==> src/rtl/btn_conditioner.sv <==
// btn_conditioner: per-channel push-button conditioning.
//   Each channel runs a two-flop synchronizer and a saturating debounce
//   counter, and produces one-cycle press/release strobes.
//   Optional auto-repeat: define BTN_AUTOREPEAT_EN to add a per-channel
//   IDLE / HELD_DELAY / HELD_REPEAT machine that re-fires btn_pulse while held.
// Ports:
//   clk         - rising-edge clock
//   reset       - synchronous, active-high reset
//   btn_raw     - asynchronous, bouncing button inputs (bit i = channel i)
//   btn_level   - debounced level, 1 = pressed
//   btn_pulse   - one-cycle strobe per accepted press (plus repeats if enabled)
//   btn_release - one-cycle strobe per accepted release
module btn_conditioner #(
  parameter int unsigned N_BTN           = 4,
  parameter int unsigned DEBOUNCE_CYCLES = 1000000,
  parameter int unsigned REPEAT_DELAY    = 50000000,
  parameter int unsigned REPEAT_PERIOD   = 10000000
) (
  input  logic             clk,
  input  logic             reset,
  input  logic [N_BTN-1:0] btn_raw,
  output logic [N_BTN-1:0] btn_level,
  output logic [N_BTN-1:0] btn_pulse,
  output logic [N_BTN-1:0] btn_release
);

  // Zero-length debounce or repeat intervals have no meaning.
  if (DEBOUNCE_CYCLES < 1 || REPEAT_DELAY < 1 || REPEAT_PERIOD < 1) begin : g_param_check
    $error("btn_conditioner: DEBOUNCE_CYCLES, REPEAT_DELAY and REPEAT_PERIOD must be >= 1");
  end

  localparam int unsigned DB_W = $clog2(DEBOUNCE_CYCLES + 1);
  localparam logic [DB_W-1:0] DB_LAST = DB_W'(DEBOUNCE_CYCLES - 1);

  logic [N_BTN-1:0] sync1;
  logic [N_BTN-1:0] sync2;
  logic [N_BTN-1:0] rise_c;
  logic [N_BTN-1:0] fall_c;

  // Two-flop synchronizer for the asynchronous button inputs.
  always_ff @(posedge clk) begin
    if (reset) begin
      sync1 <= '0;
      sync2 <= '0;
    end else begin
      sync1 <= btn_raw;
      sync2 <= sync1;
    end
  end

  for (genvar i = 0; i < N_BTN; i++) begin : g_chan
    logic [DB_W-1:0] db_cnt;
    logic            toggle_c;

    // Accept the new level on the cycle the mismatch count reaches DEBOUNCE_CYCLES.
    assign toggle_c  = (sync2[i] != btn_level[i]) && (db_cnt == DB_LAST);
    assign rise_c[i] = toggle_c && !btn_level[i];
    assign fall_c[i] = toggle_c &&  btn_level[i];

    // Debounce counter: counts mismatch cycles, clears on agreement or on acceptance.
    always_ff @(posedge clk) begin
      if (reset) begin
        db_cnt <= '0;
      end else if (sync2[i] == btn_level[i]) begin
        db_cnt <= '0;
      end else if (db_cnt == DB_LAST) begin
        db_cnt <= '0;
      end else if (db_cnt != '1) begin
        db_cnt <= db_cnt + DB_W'(1);
      end
    end

    // Debounced level and release strobe.
    always_ff @(posedge clk) begin
      if (reset) begin
        btn_level[i]   <= 1'b0;
        btn_release[i] <= 1'b0;
      end else begin
        if (toggle_c) begin
          btn_level[i] <= ~btn_level[i];
        end
        btn_release[i] <= fall_c[i];
      end
    end

`ifdef BTN_AUTOREPEAT_EN
    localparam int unsigned RP_MAX = (REPEAT_DELAY > REPEAT_PERIOD) ? REPEAT_DELAY : REPEAT_PERIOD;
    localparam int unsigned RP_W   = $clog2(RP_MAX + 1);
    localparam logic [RP_W-1:0] DELAY_LAST  = RP_W'(REPEAT_DELAY - 1);
    localparam logic [RP_W-1:0] PERIOD_LAST = RP_W'(REPEAT_PERIOD - 1);

    typedef enum logic [1:0] {
      IDLE        = 2'd0,
      HELD_DELAY  = 2'd1,
      HELD_REPEAT = 2'd2
    } rep_state_t;

    rep_state_t      state;
    logic [RP_W-1:0] rp_cnt;

    // Auto-repeat machine; a falling level always wins so no repeat meets a release.
    always_ff @(posedge clk) begin
      if (reset) begin
        state        <= IDLE;
        rp_cnt       <= '0;
        btn_pulse[i] <= 1'b0;
      end else begin
        btn_pulse[i] <= rise_c[i];
        if (fall_c[i]) begin
          state  <= IDLE;
          rp_cnt <= '0;
        end else begin
          case (state)
            IDLE: begin
              rp_cnt <= '0;
              if (rise_c[i]) begin
                state <= HELD_DELAY;
              end
            end
            HELD_DELAY: begin
              if (rp_cnt == DELAY_LAST) begin
                btn_pulse[i] <= 1'b1;
                state        <= HELD_REPEAT;
                rp_cnt       <= '0;
              end else begin
                rp_cnt <= rp_cnt + RP_W'(1);
              end
            end
            HELD_REPEAT: begin
              if (rp_cnt == PERIOD_LAST) begin
                btn_pulse[i] <= 1'b1;
                rp_cnt       <= '0;
              end else begin
                rp_cnt <= rp_cnt + RP_W'(1);
              end
            end
            default: begin
              state  <= IDLE;
              rp_cnt <= '0;
            end
          endcase
        end
      end
    end
`else
    // Single press strobe only.
    always_ff @(posedge clk) begin
      if (reset) begin
        btn_pulse[i] <= 1'b0;
      end else begin
        btn_pulse[i] <= rise_c[i];
      end
    end
`endif
  end

endmodule

==> config.mk <==
export PLATFORM = sky130hd
export DESIGN_NAME = btn_conditioner
export DESIGN_NICKNAME = d
export VERILOG_FILES = /design/src/rtl/btn_conditioner.sv
export SDC_FILE = /design/constraint.sdc
export NUM_CORES = 1
export LEC_CHECK = 0
export CAP_MARGIN = 20
export CORE_UTILIZATION = 60
export CTS_CLUSTER_SIZE = 28
export DETAILED_ROUTE_END_ITERATION = 12
export PLACE_DENSITY = 0.86
export SLEW_MARGIN = 40
export SYNTH_ARGS = -nofsm -noshare
export SYNTH_HDL_FRONTEND = slang
export SYNTH_SLANG_ARGS = --single-unit
export TNS_END_PERCENT = 30
==> constraint.sdc <==
create_clock -name clk -period 4.3 [get_ports clk]
set_input_delay 0.43 -clock clk [delete_from_list [all_inputs] [get_ports clk]]
set_output_delay 0.43 -clock clk [all_outputs]
set_load 0.01 [all_outputs]
==> summary.txt, run 1 <==
CTS
  – Clk sinks: 100
  – Post-CTS sizing: 0
  – Clock Latency Late Sink: about 370 ps
  – Post-CTS setup buffer count: 0
  – Root Buffer: clkbuf_8
  – Clock-pin slew on the worst setup and hold paths: 80 ps
  – H-tree levels: 3
  – CTS tree: yes
  – Longest Clk Path Bufs: 2
  – Cts-stage hold buffer count: 0
  – Num CTS Buffers: 9

Place
  – Dpl ws: between 1500 and 2000 ps
  – Hpwl dp: ~8000 um
  – IO Port Bufs: 17
  – Placed instance count: 691
  – GP Congestion: 0.8817

GRT
  – Gr usage total: 0.2744
  – Initial antenna violation count: 0
  – GR Overflow Total: 0
  – First-pass GRT wire length: ~19000 um
  – Largest net degree at the start of global routing: 33
  – Vias in the first global route: 4285

Pwr
  – Power Density: about 280 nW/um2
  – Peak supply drop: around 200 uV
  – Leak pwr: about 1.5 nW

STA
  – Slew HR: 0.4240
  – Crit share post-route: 0.5413
  – Max Clock Freq: approximately 0.43 GHz
  – Setup violators final: 0
  – Period minus WS final: around 2300 ps
  – Hold_ws: roughly 450 ps
  – Final Slew Violations: 0
  – Final hold viol count: 0
  – Layout Skew: 11.55 ps
  – Setup_tns: 0 ps
  – RSZ-0062 raised after global routing: no
  – Worst slew pin tran: 857.4 ps
  – Setup WS post-layout: 1972 ps

Floorplan
  – CORE AREA: approximately 8200 um2
  – Die X: 93.52 um
  – Die Y: ~94 um
  – Initial core utilization: 0.6146
  – I/O pins: 18
  – Number of core rows: 33
  – Die Area: 8745 um2

Route
  – Initial DRC Count: just over 200
  – Routed Antenna Nets: 0
  – Routed len/inst: roughly 16 um
  – Post-Route WL: 11550 um
  – DRC: 0
  – Vias: 4798
  – TritonRoute pass-1 iters: 5
  – Vias per cell: roughly 6.8

Layout
  – Non-Filler Instances: around 700
  – Most frequent cells in the layout: dfxtp_1 (100), a21oi_1 (51), nor3_1 (37), nand2_1 (36), nand4_1 (32)
  – Reg area: between 2000 and 2500 um2
  – Fillers: approximately 650
  – Fin nets: ~610
  – Share of cells above drive strength 1: 0.06323
  – Area of the multi-input gates: ~2900 um2
  – Most common cell after layout, fill and taps aside: dfxtp_1
  – Inserted Diodes: 0
  – Synth-to-Final Area Change: 8.267%

Worst setup path
  – Worst setup path category: reg2reg
  – Cells on worst reg2reg path: 5
  – Worst setup path startpoint: g_chan[2].db_cnt[0]
  – Reg-to-reg setup timing slack: just under 2000 ps
  – Crit path required time: between 4000 and 5000 ps
  – Data arrival, critical path: between 2000 and 3000 ps
  – CP max FO: 16
  – Worst R2R End: g_chan[2].db_cnt[0]
  – Critical Path Start Type: flip-flop
  – FF-to-FF Start: g_chan[2].db_cnt[0]
  – Worst setup EP type: flip-flop

Logic synthesis
  – Post-synthesis sequential area ratio: 0.3984
  – Synth area leader: dfxtp_1
  – Synth Instances: 585
  – Post-synth EDFFs: 0
  – Top cell type's share of synthesized area: 0.3984
  – Synth unique cells: roughly 60
  – Asr flop ratio synth: 0
  – Number of synthesis warnings: 0
  – Synth Register Bits: 100
  – Mapped Avg Cell Area: between 8 and 9 um2
  – Cell Area, Synth: between 5000 and 6000 um2
  – Dominant synthesized flop cell: dfxtp_1
  – Synth area leaders: dfxtp_1 (40%), a21oi_1 (5.1%), nand4_1 (4.0%), nor3_1 (3.9%), mux2i_1 (3.4%)
  – Syn Nets: a little under 600

Hold path
  – Endpoint, Worst Hold: sync2[2]
  – Hold crit path type: reg2reg
  – Worst Hold Depth: 1
  – Hold_sp: sync1[2]

Outcome
  – Run status: completed

Run
  – Total of max-cap violations: 0
[where the power goes]
part / switching [mW] / leakage [nW] / total [mW] / internal, mW
registers: 0.00287 / 0.807 / 0.933 / 0.930
logic: 0.0166 / 0.650 / 0.0286 / 0.0120
clock network: 0.309 / 0.0828 / 0.550 / 0.240
total: 0.329 / 1.54 / 1.51 / 1.18
[area by class of cell]
| type | count | area share |
|---|---|---|
| multi-input combinational | 460 | 0.5384 |
| clock inverter | 1 | 0.001380 |
| sequential | 100 | 0.3680 |
| clock buffer | 14 | 0.02990 |
| inverter | 8 | 0.005520 |
| tap | 105 | 0.02415 |
| timing repair buffer | 18 | 0.03266 |
[critical path, stage by stage, from the launching register on]
cell     delay (ps)
dfxtp_1         380
ha_1            250
and4_1          390
nand4_1         340
o21ai_2         670
nor3_1          140
[through the flow]
stage          cell area [um2]    util  total power, mW
2_1_floorplan             5025       -           0.9727
3_3_place_gp              5253  0.6425           0.9807
6_report                  5440  0.6654            1.511
4_1_cts                   5435  0.6648            1.521
3_5_place_dp              5265  0.6440           0.9827
5_1_grt                   5440  0.6654            1.560
[sequential cells by signal, indices dropped and copies added (netlist names)]
| register | flops |
|---|---|
| btn_level | 4 |
| btn_pulse | 4 |
| sync1 | 4 |
| g_chan.db_cnt | 80 |
| btn_release | 4 |
| sync2 | 4 |
[cells by family after synthesis]
group	share of synthesized area
and+or+nand+nor	0.3309
AOI/OAI and AO/OA	0.1890
DFF	0.3984
muxes	0.03386
xor gates and xnor gates	0.01569
adders and majority gates	0.009961
buffers and inverters	0.02216
[cell usage after synthesis, types with 3 or more instances]
cell	instances
clkbuf_1	8
a211oi_1	14
nor2_1	31
xor2_1	3
nand3_1	27
buf_2	8
and3b_1	4
or4_1	11
nor4_1	9
o41ai_1	4
a21boi_0	4
mux2i_1	17
xnor2_1	6
and4_1	15
nand4_1	32
nor4b_1	5
a31oi_1	17
nor2b_1	8
o31ai_1	10
ha_1	4
nor3_1	39
and3_1	14
a21oi_1	51
and2_1	3
nand2_1	36
nand4b_1	3
inv_1	8
o211ai_1	11
dfxtp_1	100
o21ai_0	24
or3_1	22
[metal layers]
layer	global-route usage	wire, um	vias to the layer above
met2	0.4608	5730	186
met5	0	0	-
met1	0.3391	4908	2254
met3	0.06016	661	32
met4	0.1141	247	0
li1	-	-	2326
[how the worst max path moves through the flow]
stage                                      end  slack [ps]  depth (start not counted)
after floorplan           g_chan[1].db_cnt[14]        2460                          7
after global placement    g_chan[1].db_cnt[15]        1890                          5
after detailed placement   g_chan[2].db_cnt[2]        1980                          5
after CTS                  g_chan[2].db_cnt[0]        1980                          5
after global routing       g_chan[2].db_cnt[0]        1770                          5
final                      g_chan[2].db_cnt[0]        1970                          5
No activity file was read; power rests on OpenSTA's default activity.
==> run 2, diff against run 1 <==
==> constraint.sdc (replaced) <==
create_clock -name clk -period 2.27 [get_ports clk]
set_input_delay 0.227 -clock clk [delete_from_list [all_inputs] [get_ports clk]]
set_output_delay 0.227 -clock clk [all_outputs]
set_load 0.01 [all_outputs]
==> run 2 against run 1 <==
  * Via count up 0.21%
  * Combinational power increased by 110%
  * Die area did not move
  * Hold slack worse by 25 ps
  * First-iteration DRC count fell by 0.97%
  * Register-to-register slack lost 1700 ps
  * Critical path type unchanged
  * Largest power group unchanged
==> summary.txt, run 2 (same netlist as run 1, synthesis figures left out) <==
Worst setup path
  – Slowest-stage cell, CP: and4_1
  – Crit path required time: about 2500 ps
  – Worst setup path category: reg2reg
  – Worst R2R End: g_chan[2].db_cnt[18]
  – Worst setup path startpoint: g_chan[2].db_cnt[0]
  – Max stage delay on crit path: between 300 and 400 ps
  – Cells on worst reg2reg path: 6
  – Data arrival, critical path: about 2200 ps
  – Worst setup EP type: flip-flop
  – Reg-to-reg setup timing slack: ~260 ps
  – CP cell instances: ha_1 > and4_1 > nand4_1 > o21ai_2 > buf_4 > a211oi_1
  – CP endpoint: g_chan[2].db_cnt[18]
  – Critical Path Start Type: flip-flop
  – FF-to-FF Start: g_chan[2].db_cnt[0]
  – CP max FO: 16

Route
  – DRC: 0
  – Initial DRC Count: 205
  – Vias: 4808
  – Routed len/inst: approximately 16 um
  – Routed Antenna Nets: 0
  – Post-Route WL: 11370 um
  – Vias per cell: ~6.7
  – TritonRoute pass-1 iters: 5

Layout
  – Top reg by flops: g_chan.db_cnt
  – Most common cell after layout, fill and taps aside: dfxtp_1
  – Largest register FFs: 80
  – Share of cells above drive strength 1: 0.07680
  – Fin util: 0.6725
  – Area of the multi-input gates: between 2000 and 3000 um2
  – Non-Filler Instances: between 700 and 800
  – Reg area: approximately 2000 um2
  – Finished Cell Area: 5498 um2
  – Most frequent cells in the layout: dfxtp_1 (100), a21oi_1 (51), nor3_1 (39), nand2_1 (36), nand4_1 (32)
  – Synth-to-Final Area Change: 9.412%
  – Inserted Diodes: 0
  – Fillers: 670
  – Fin nets: ~620

STA
  – Period minus WS final: between 2000 and 2500 ps
  – Layout Skew: ~10 ps
  – Final Slew Violations: 0
  – Worst slew pin tran: about 670 ps
  – Final hold viol count: 0
  – Slew HR: 0.5484
  – Setup_tns: 0 ps
  – Crit share post-route: 0.8875
  – Max Clock Freq: between 0.4 and 0.5 GHz
  – RSZ-0062 raised after global routing: no
  – Setup violators final: 0

CTS
  – Num CTS Buffers: 9
  – Clk sinks: 100
  – CTS tree: yes
  – Longest Clk Path Bufs: 2
  – Clock-pin slew on the worst setup and hold paths: approximately 80 ps
  – Cts-stage hold buffer count: 0
  – Post-CTS setup buffer count: 0
  – Clock Latency Late Sink: 360 ps
  – Root Buffer: clkbuf_8
  – Post-CTS sizing: 0
  – H-tree levels: 3

Pwr
  – Leak pwr: between 1.5 and 2 nW
  – Power Density: 497.0 nW/um2
  – Total Power Consumption: 2.733 mW
  – Peak supply drop: around 320 uV

GRT
  – First-pass GRT wire length: 19170 um
  – GR Overflow Total: 0
  – Initial antenna violation count: 0
  – Vias in the first global route: between 4000 and 5000
  – Gr usage total: 0.2696
  – Largest net degree at the start of global routing: 18

Place
  – Placed cell areas: between 5000 and 6000 um2
  – Placed instance count: 706
  – IO Port Bufs: 17
  – GP Congestion: around 0.91
  – Hpwl dp: roughly 8000 um

Floorplan
  – Die X: slightly above 90 um
  – I/O pins: 18
  – Number of core rows: 33
  – Die Area: 8745 um2
  – Die Y: a little over 90 um
  – Initial core utilization: 0.6146
  – CORE AREA: slightly above 8000 um2

Run
  – Total of max-cap violations: 0

Hold path
  – Hold crit path type: in2reg

Outcome
  – Run status: completed
-- run 2: metal layers --
layer,wire [um],share of wire,global-route usage,up-vias
li1,-,-,-,2332
met1,4944,0.43,0.3386,2248
met2,5444,0.48,0.4553,197
met3,709,0.062,0.05854,31
met4,270,0.024,0.09359,0
met5,0,0,0,-
-- run 2: area by class of cell --
| cell class | instances | area share |
|---|---|---|
| timing repair buffer | 33 | 0.05280 |
| multi-input combinational | 460 | 0.5296 |
| inverter | 8 | 0.005462 |
| clock buffer | 10 | 0.02321 |
| sequential | 100 | 0.3641 |
| clock inverter | 1 | 0.0009103 |
| tap | 105 | 0.02390 |
-- run 2: where the power goes --
group / switching (mW) / internal (mW) / total (mW)
registers: 0.00556 / 1.76 / 1.77
clock network: 0.539 / 0.368 / 0.907
logic: 0.0313 / 0.0280 / 0.0594
total: 0.576 / 2.16 / 2.73
-- run 2: worst min-delay path by stage --
stage,from,end,slack (ps),cells past startpoint
detailed placement,sync1[2],sync2[2],440,1
global placement,sync1[0],sync2[0],420,1
finish,btn_raw[0],sync1[0],420,2
floorplan,btn_raw[0],sync1[0],360,1
CTS,btn_raw[0],sync1[0],400,2
global route,btn_raw[3],sync1[3],420,2
-- run 2: metrics by stage --
step | hold slack (ps) | setup slack, ps
6_report | 421.1 | 255.4
5_1_grt | 424.5 | 99.88
3_3_place_gp | 419.0 | 402.6
4_1_cts | 404.5 | 285.0
2_1_floorplan | 355.2 | 433.2
3_5_place_dp | 436.1 | 290.8
-- run 2: critical path: cells and delay by family (launching register included) --
family | cells | cell delay, ps
flops | 1 | 370
buf+inv | 1 | 230
compound gates | 2 | 290
simple gates | 2 | 730
fa+ha+maj | 1 | 250
==> run 3, diff against run 2 <==
--- a/config.mk
+++ b/config.mk
@@ -6,6 +6,7 @@
 export NUM_CORES = 1
 export LEC_CHECK = 0
 export CAP_MARGIN = 20
+export CORE_MARGIN = 3
 export CORE_UTILIZATION = 60
 export CTS_CLUSTER_SIZE = 28
 export DETAILED_ROUTE_END_ITERATION = 12
==> run 3 against run 2 <==
  * Register-to-register slack got worse by 20 ps
  * Via count down 1.2%
  * Critical path type unchanged
  * Critical endpoint is now g_chan[1].db_cnt[4]
  * First-iteration DRC count down 6.8%
  * Setup slack got worse by 20 ps
  * Die area up 8.7%
  * Flip-flop and latch count is the same
  * Clock power is 35% higher
  * Routed wire length shrank 0.50%
  * Critical path depth shrank 1
==> summary.txt, run 3 (same netlist as run 1, synthesis figures left out) <==
GRT
  – M2 GR Usage: 0.3780
  – Largest net degree at the start of global routing: 20
  – Met1 Usage GRT: 0.3044
  – GR Overflow Total: 0
  – Initial antenna violation count: 0
  – Gr usage total: 0.2362
  – GR peak layer: met2
  – Met3 GRT Util: 0.05599
  – First-pass GRT wire length: 19250 um
  – Vias in the first global route: 4271

Worst setup path
  – Top Family by Delay on Critical Path: simple AND/OR/NAND/NOR gates
  – Max stage delay on crit path: between 400 and 500 ps
  – Critical Path Start Type: flip-flop
  – FF-to-FF Start: g_chan[1].db_cnt[0]
  – Worst setup EP type: flip-flop
  – CP max FO: 8
  – Cells on worst reg2reg path: 5
  – Data arrival, critical path: about 2300 ps
  – Worst R2R End: g_chan[1].db_cnt[4]
  – Worst setup path category: reg2reg
  – Slowest-stage cell, CP: nor2_1
  – Crit path required time: around 2600 ps
  – Buf+Inv Stages, Crit Path: 0
  – Reg-to-reg setup timing slack: 240 ps
  – CP cell instances: ha_1 > nand4_1 > nor2_1 > nand2_1 > a211oi_1

Place
  – Placed cell areas: between 5000 and 6000 um2
  – GP Congestion: 0.8801
  – IO Port Bufs: 17
  – Hpwl dp: approximately 8000 um
  – Dpl ws: approximately 340 ps

Route
  – Initial DRC Count: approximately 190
  – Routed len/inst: between 15 and 20 um
  – TritonRoute pass-1 iters: 5
  – Vias: ~4800
  – Routed Antenna Nets: 0
  – Vias per cell: roughly 6.6
  – Post-Route WL: 11310 um
  – DRC: 0

Layout
  – Most common cell after layout, fill and taps aside: dfxtp_1
  – Synth-to-Final Area Change: 11.23%
  – Inserted Diodes: 0
  – Top reg by flops: g_chan.db_cnt
  – Largest register FFs: 80
  – Finished Cell Area: between 5000 and 6000 um2
  – Most frequent cells in the layout: dfxtp_1 (100), a21oi_1 (51), nor3_1 (39), nand2_1 (36), nand4_1 (32)
  – Fin nets: around 620
  – Share of cells above drive strength 1: 0.08738
  – Fin util: 0.7050

Hold path
  – Endpoint, Worst Hold: sync1[0]
  – Worst Hold Depth: 2
  – Hold crit path type: in2reg
  – Hold_sp: btn_raw[0]

STA
  – RSZ-0062 raised after global routing: no
  – Setup_tns: 0 ps
  – Max Clock Freq: between 0.4 and 0.5 GHz
  – Crit share post-route: 0.8964
  – Period minus WS final: ~2000 ps
  – Slew HR: 0.5093
  – Setup violators final: 0
  – Setup WS post-layout: 235.2 ps
  – Layout Skew: 7.379 ps
  – Final Slew Violations: 0
  – Final hold viol count: 0
  – Worst slew pin tran: about 730 ps

CTS
  – Clk sinks: 100
  – Clock-pin slew on the worst setup and hold paths: around 90 ps
  – Num CTS Buffers: 9
  – Post-CTS setup buffer count: 0
  – Root Buffer: clkbuf_8
  – Post-CTS sizing: 0
  – H-tree levels: 3
  – Clock Latency Late Sink: about 370 ps
  – Longest Clk Path Bufs: 2
  – Cts-stage hold buffer count: 0
  – CTS tree: yes

Floorplan
  – Die X: around 100 um
  – Number of core rows: 32
  – Die Area: roughly 9500 um2
  – CORE AREA: just under 8000 um2
  – Die Y: roughly 100 um
  – Initial core utilization: 0.6338
  – I/O pins: 18

Pwr
  – NetSw: about 0.65 mW
  – Leak pwr: ~1.6 nW
  – Peak supply drop: about 410 uV
  – Int Power: about 2.4 mW
  – Power Density: approximately 550 nW/um2
  – Clk network pwr share: 0.402
  – Sequential share of power: 0.579
  – Share of total power in combinational logic: 0.019
  – Total Power Consumption: ~3 mW
  – Sw frac: 0.2117

Run
  – Total of max-cap violations: 0

Outcome
  – Run status: completed
==> run 3: per-layer routing <==
metal,part of all wire,vias up,wire (um)
met3,0.052,27,591
met2,0.47,147,5295
li1,-,2354,-
met1,0.46,2223,5211
met5,0,-,0
met4,0.019,0,212
==> run 3: through the flow <==
| step | hold slack (ps) | instances |
|---|---|---|
| floorplan | 355.2 | 585 |
| CTS | 394.3 | 720 |
| finish | 412.5 | 720 |
| global placement | 418.2 | 705 |
| global route | 414.8 | 720 |
| detailed placement | 431.4 | 705 |
==> run 3: worst max-delay path by stage <==
stage	start	to	slack, ps	cells after the start
after floorplan	g_chan[1].db_cnt[0]	g_chan[1].db_cnt[14]	430	7
after global placement	reset	g_chan[0].db_cnt[18]	410	6
after detailed placement	g_chan[1].db_cnt[0]	g_chan[1].db_cnt[4]	340	5
after CTS	g_chan[0].db_cnt[16]	g_chan[0].db_cnt[7]	280	4
after global routing	g_chan[1].db_cnt[0]	g_chan[1].db_cnt[4]	110	5
final	g_chan[1].db_cnt[0]	g_chan[1].db_cnt[4]	240	5
==> run 3: final cells by class <==
type	count	area [um2]
well taps	102	127.6
fillers	628	2338
multi-input cells	460	2912
repair buffers	35	305.3
clock buffers	9	123.9
flip-flops and latches	100	2002
inverters	8	30.03
clock inverters	6	88.84
==> run 3: worst register-to-register path, delay by kind of cell, from the launching register on <==
kind,cells,cell delay (ps)
compound gates,1,290
fa+ha+maj,1,290
flops,1,440
simple gates,3,930
==> run 3: power groups by stage <==
stage | logic (mW) | registers, mW | clock network, mW
5_1_grt | 0.0642 | 1.77 | 1.31
3_5_place_dp | 0.0566 | 1.81 | 0
3_3_place_gp | 0.0549 | 1.81 | 0
2_1_floorplan | 0.0361 | 1.81 | 0
6_report | 0.0573 | 1.77 | 1.22
4_1_cts | 0.0567 | 1.77 | 1.26
